<file path="config.mk">
export PLATFORM = sky130hd
export DESIGN_NAME = alu_share_arbiter
export DESIGN_NICKNAME = d
export VERILOG_FILES = /design/src/rtl/alu_share_arbiter.sv
export SDC_FILE = /design/constraint.sdc
export NUM_CORES = 1
export LEC_CHECK = 0
export BUFFER_PORTS_ARGS = -buffer_cell sky130_fd_sc_hd__buf_4
export CAP_MARGIN = 20
export CORE_ASPECT_RATIO = 1.1
export CORE_MARGIN = 2
export CORE_UTILIZATION = 28
export DETAILED_ROUTE_END_ITERATION = 12
export HOLD_SLACK_MARGIN = 0.05
export REMOVE_ABC_BUFFERS = 1
export SLEW_MARGIN = 20
export SYNTH_ARGS = -nofsm -noshare
export SYNTH_HDL_FRONTEND = slang
export SYNTH_SLANG_ARGS = --single-unit
</file>
<file path="constraint.sdc">
create_clock -name clk -period 1.75 [get_ports clk]
set_input_delay 0.2625 -clock clk [delete_from_list [all_inputs] [get_ports clk]]
set_output_delay 0.2625 -clock clk [all_outputs]
set_load 0.005 [all_outputs]
</file>
<file path="src/rtl/alu_share_arbiter.sv">
// Purpose: round-robin share of one combinational ALU between NUM_REQ requesters,
//          with a registered issue stage and a registered response stage.
// Latency: transfer at edge k -> operands on ALU in cycle k+1 -> rsp_valid from cycle k+2.
// Backpressure: rsp_ready low holds the response; the issue stage fills once, then req_ready=0.
//
// Ports:
//   clk, rst_n              clock, asynchronous active-low reset
//   req_valid/req_ready     per-requester request handshake (ready is one-hot or zero)
//   req_op/req_a/req_b      packed per-requester opcode (4b) and operands (32b each)
//   alu_op/alu_a/alu_b      issue register to the shared ALU (0 when the issue stage is empty)
//   alu_result              combinational ALU result
//   rsp_valid/rsp_ready     per-requester response handshake (valid is one-hot or zero)
//   rsp_data/rsp_err        shared response payload; rsp_err flags opcodes 4'b1011..4'b1111
//   busy                    issue or response stage occupied
module alu_share_arbiter #(
  parameter int NUM_REQ = 2,
  parameter int ID_W    = 2
) (
  input  logic                  clk,
  input  logic                  rst_n,
  input  logic [NUM_REQ-1:0]    req_valid,
  output logic [NUM_REQ-1:0]    req_ready,
  input  logic [4*NUM_REQ-1:0]  req_op,
  input  logic [32*NUM_REQ-1:0] req_a,
  input  logic [32*NUM_REQ-1:0] req_b,
  output logic [3:0]            alu_op,
  output logic [31:0]           alu_a,
  output logic [31:0]           alu_b,
  input  logic [31:0]           alu_result,
  output logic [NUM_REQ-1:0]    rsp_valid,
  input  logic [NUM_REQ-1:0]    rsp_ready,
  output logic [31:0]           rsp_data,
  output logic                  rsp_err,
  output logic                  busy
);

  // Issue stage
  logic            iss_v;
  logic [ID_W-1:0] iss_id;
  logic [3:0]      iss_op;
  logic [31:0]     iss_a;
  logic [31:0]     iss_b;

  // Response stage
  logic            rsp_v;
  logic [ID_W-1:0] rsp_id;
  logic [31:0]     rsp_data_q;
  logic            rsp_err_q;

  logic [ID_W-1:0] rr_ptr;

  logic               rsp_sel_rdy;
  logic               rsp_adv;
  logic               iss_adv;
  logic               found;
  logic               xfer;
  logic [NUM_REQ-1:0] gnt;
  logic [ID_W-1:0]    win;
  logic [ID_W-1:0]    nxt_ptr;
  logic [3:0]         sel_op;
  logic [31:0]        sel_a;
  logic [31:0]        sel_b;

  // Requester index visited at scan step k, starting at base and wrapping at NUM_REQ.
  function automatic int rr_off(input logic [ID_W-1:0] base, input int k);
    int s;
    s = int'(base) + k;
    if (s >= NUM_REQ) s = s - NUM_REQ;
    return s;
  endfunction

  // Decode the response owner without indexing by a (possibly wider) id register.
  always_comb begin
    rsp_sel_rdy = 1'b0;
    rsp_valid   = '0;
    for (int i = 0; i < NUM_REQ; i++) begin
      if (rsp_id == ID_W'(i)) begin
        rsp_sel_rdy  = rsp_ready[i];
        rsp_valid[i] = rsp_v;
      end
    end
  end

  assign rsp_adv = !rsp_v || rsp_sel_rdy;
  assign iss_adv = !iss_v || rsp_adv;

  // Round-robin scan from rr_ptr; the first valid requester wins and its payload is muxed.
  always_comb begin
    gnt    = '0;
    win    = '0;
    found  = 1'b0;
    sel_op = '0;
    sel_a  = '0;
    sel_b  = '0;
    for (int k = 0; k < NUM_REQ; k++) begin
      for (int i = 0; i < NUM_REQ; i++) begin
        if (!found && req_valid[i] && (i == rr_off(rr_ptr, k))) begin
          found  = 1'b1;
          gnt[i] = 1'b1;
          win    = ID_W'(i);
          sel_op = req_op[4*i +: 4];
          sel_a  = req_a[32*i +: 32];
          sel_b  = req_b[32*i +: 32];
        end
      end
    end
  end

  // No handshake is offered while reset is held, so req_ready reads 0 during reset.
  assign req_ready = (iss_adv && rst_n) ? gnt : '0;
  assign xfer      = iss_adv && found;
  assign nxt_ptr   = (win == ID_W'(NUM_REQ - 1)) ? '0 : win + ID_W'(1);

  always_ff @(posedge clk or negedge rst_n) begin
    if (!rst_n) begin
      iss_v  <= 1'b0;
      iss_id <= '0;
      iss_op <= '0;
      iss_a  <= '0;
      iss_b  <= '0;
      rr_ptr <= '0;
    end else if (iss_adv) begin
      iss_v <= xfer;
      if (xfer) begin
        iss_id <= win;
        iss_op <= sel_op;
        iss_a  <= sel_a;
        iss_b  <= sel_b;
        rr_ptr <= nxt_ptr;
      end
    end
  end

  // Capture the ALU result whenever the response slot can move; an empty issue
  // stage simply produces an empty response slot.
  always_ff @(posedge clk or negedge rst_n) begin
    if (!rst_n) begin
      rsp_v      <= 1'b0;
      rsp_id     <= '0;
      rsp_data_q <= '0;
      rsp_err_q  <= 1'b0;
    end else if (rsp_adv) begin
      rsp_v      <= iss_v;
      rsp_id     <= iss_id;
      rsp_data_q <= alu_result;
      rsp_err_q  <= (iss_op >= 4'b1011);
    end
  end

  assign alu_op   = iss_v ? iss_op : '0;
  assign alu_a    = iss_v ? iss_a  : '0;
  assign alu_b    = iss_v ? iss_b  : '0;
  assign rsp_data = rsp_data_q;
  assign rsp_err  = rsp_err_q;
  assign busy     = iss_v || rsp_v;

endmodule

</file>
==> flow_metrics.py <==
metrics = {
    "logic_synthesis": {
        "synth_edf_count": 0,
        "yosysSeqAreaShare_pct": 49.6,
        "syn-instance-count": 413,
        "synth-compound-area-share_pct": 14.1,
        "synth_xor_xnor_area_share_pct": 0,
        "synthesis.area_um2": 5350,
        "synth_top_flop_cell": "dfrtp_1",
        "synth-simple-area-share_pct": 9.48,
        "async_flop_share_pct": 100,
        "ys_seq_elements": 106,
        "synth_top_family_by_area": "multiplexers",
        "ys_types": 26,
        "synthAdderAreaFrac_pct": 0,
        "ys.warnings.count": 0,
        "synth_mux_area_share_pct": 22.9,
        "syn_area_per_cell_um2": 12.9,
    },
    "cells_and_area": {
        "syn_to_final_growth_pct": 54.2,
        "diodes": 0,
        "fin_util_pct": 43.6,
        "instances_no_fill": 940,
        "layout.nets": 862,
        "fin_area_um2": 8250,
        "drive_gt1_share_pct": 62.3,
    },
    "run_status": {
        "status": "finished with violations",
        "violations": "setup timing",
    },
    "clock_network": {
        "cts_buffer_depth": 2,
        "cts_buffers": 9,
        "cts_tree": "yes",
        "clock_latency_ns": 0.34,
        "path_clk_slew_ns": 0.07,
        "cts_root_buffer": "clkbuf_16",
        "cts_sinks": 106,
        "htreeDepth": 3,
    },
    "flow_run": {
        "cap_violations": 0,
    },
    "timing": {
        "slew_viol_final": 0,
        "hold_violations": 0,
        "max_slew_margin_pct": 60.8,
        "setup_violations": 7,
        "fin_crit_ns": 1.78,
        "finalCritPeriodShare_pct": 101,
        "worst_slack_ns": -0.0250,
        "worst_slew_pin_slew_ns": 0.589,
        "fmax_mhz": 563,
        "rsz0062_at_grt": "yes",
        "clock_skew_ns": 0.00994,
        "hold_slack_ns": 0.0118,
    },
    "detailed_routing": {
        "wl_um": 16100,
        "drc": 0,
        "vias": 4469,
        "drt_first_pass_iters": 6,
        "routedWlPerCell_um": 17.1,
        "drtIter0Drc": 122,
        "avgViaCountPerCell": 4.75,
        "antenna_left": 0,
    },
    "worst_setup_path": {
        "worstSetupEndpointType": "output port",
        "r2r_end": "iss_b[30]$_DFFE_PN0P_",
        "rr_worst_depth": 6,
        "crit_type": "register to output port",
        "crit_arrival_ns": 1.51,
        "crit_required_ns": 1.49,
        "startpoint_type": "register",
        "rrSetupSlack_ns": -0.01,
        "r2r_start": "rsp_id[0]$_DFFE_PN0P_",
        "worstPathMaxFanout": 3,
    },
    "global_routing": {
        "grt_antenna_before_repair": 2,
        "grt_usage_pct": 14.9,
        "grt_max_degree": 107,
        "grt_pass1_wl_um": 23500,
        "grt_pass1_vias": 4606,
        "globalRoute.totalOverflow": 0,
    },
    "placed_design": {
        "port_buffers": 279,
        "hpwl_um": 11300,
        "place_inst": 912,
        "place_area_um2": 7750,
        "place_congestion": 0.756,
    },
    "power_and_ir_drop": {
        "p_int_w": 0.00786,
        "p_leak_nw": 3.93,
        "comb_power_share_pct": 47.2,
        "swShare_pct": 30.1,
        "power_frac_seq_pct": 35.3,
        "vdd_drop_max_mv": 0.638,
        "powerDensity_nw_per_um2": 1360,
        "clkPwrFrac_pct": 17.5,
        "switchingPower_w": 0.00338,
        "power_w": 0.0112,
    },
    "min_path": {
        "min_path_type": "input pin to asynchronous set/reset pin",
    },
    "floorplan": {
        "io_pins": 280,
        "row_count": 53,
        "fp.dieW_um": 136,
        "chipHeight_um": 149,
        "placeableCoreArea_um2": 18900,
        "initial_core_util_pct": 28.3,
        "dieArea_um2": 20200,
    },
}
-- layout by cell type (no fill, tap or decap), drive strengths merged --
master	n
clkinv	3
bufbuf	1
a2bb2oi	1
nor2b	2
a21boi	1
a311o	1
nand2	2
mux2	101
clkbuf	12
a32o	68
o21ai	1
and2	69
inv	7
nor2	2
a31oi	2
or2	1
and4	1
mux2i	1
dfrtp	106
buf	303
a21oi	3
and3	1
nand2b	3
nand3	1
-- Yosys cell counts, types with 2 or more instances --
cell / count / area (µm²)
mux2_4: 20 / 300
a32o_1: 68 / 681
nor2_1: 2 / 7.51
and2_1: 69 / 432
a21oi_1: 3 / 15.0
nand2b_1: 3 / 18.8
nor2b_1: 2 / 12.5
mux2_2: 81 / 912
buf_2: 10 / 50.1
buf_6: 3 / 33.8
inv_1: 4 / 15.0
clkbuf_1: 29 / 109
dfrtp_1: 106 / 2650
-- metal layers --
| metal | global-route usage [%] | share of wire, % | vias to the layer above |
|---|---|---|---|
| met5 | 0 | 0.14 | - |
| met3 | 4.21 | 8.1 | 17 |
| met2 | 27.0 | 52 | 199 |
| li1 | - | - | 2097 |
| met1 | 16.8 | 39 | 2152 |
| met4 | 4.64 | 1.2 | 4 |
-- worst max path at each step --
stage                                      from                     to  slack (ns)  depth (start not counted)
after floorplan           rr_ptr[0]$_DFFE_PN0P_           req_ready[0]       -1.81                          2
after global placement    rsp_id[0]$_DFFE_PN0P_   iss_b[6]$_DFFE_PN0P_        0.11                          4
after detailed placement  rsp_id[0]$_DFFE_PN0P_  iss_b[26]$_DFFE_PN0P_        0.07                          4
after CTS                 rsp_id[0]$_DFFE_PN0P_           req_ready[1]       -0.05                          5
after global routing      rsp_id[0]$_DFFE_PN0P_           req_ready[1]       -0.10                          5
final                     rsp_id[0]$_DFFE_PN0P_           req_ready[1]       -0.03                          5
-- through the flow --
stage | setup slack, ns | setup TNS [ns]
after global placement | 0.113 | 0
after floorplan | -1.81 | -111.59
after global routing | -0.103 | -2.11
after CTS | -0.0483 | -0.128
after detailed placement | 0.0717 | 0
final | -0.0250 | -0.0938
-- power groups by stage --
stage | clock, W | combinational, W | sequential, W
after floorplan | 0 | 0.00253 | 0.00390
after global placement | 0 | 0.00490 | 0.00398
after detailed placement | 0 | 0.00501 | 0.00402
after CTS | 0.00207 | 0.00519 | 0.00397
after global routing | 0.00217 | 0.00573 | 0.00409
final | 0.00197 | 0.00530 | 0.00397
-- cell type report --
class	count	area (µm²)
Clock buffer	10	239
Sequential cell	106	2660
Multi-Input combinational cell	261	2510
Tap cell	247	309
Timing Repair Buffer	306	2470
Inverter	4	15.0
Clock inverter	6	47.5
Fill cell	1834	10700
-- cells by family (layout without fill, tap and decap cells) --
family,count (synthesis),after routing
AOI/OAI and AO/OA,77,77
buffers and inverters,46,326
DFF,106,106
muxes,102,102
and+or+nand+nor,82,82
-- sequential cells by signal, indices dropped and copies added, names as in the netlist --
name and flops:
rsp_id 1, rr_ptr 1, iss_b 32, iss_id 1, rsp_err 1, rsp_data 32
iss_op 4, iss_v 1, rsp_v 1, iss_a 32
-- worst max-delay path, stage by stage, from the launching register on --
cell and delay, ns:
dfrtp_1 0.38, mux2i_2 0.23, buf_4 0.15, nand3_2 0.08
and4_1 0.19, buf_4 0.13
-- timing repair --
item,4_1_cts,5_1_grt
gates cloned,1,4
pin swaps,2,0
resized for setup,4,7
hold buffers,0,0
setup buffers,5,2
setup endpoints to repair,3,63
Note: power is estimated with default switching activity, not from simulation.
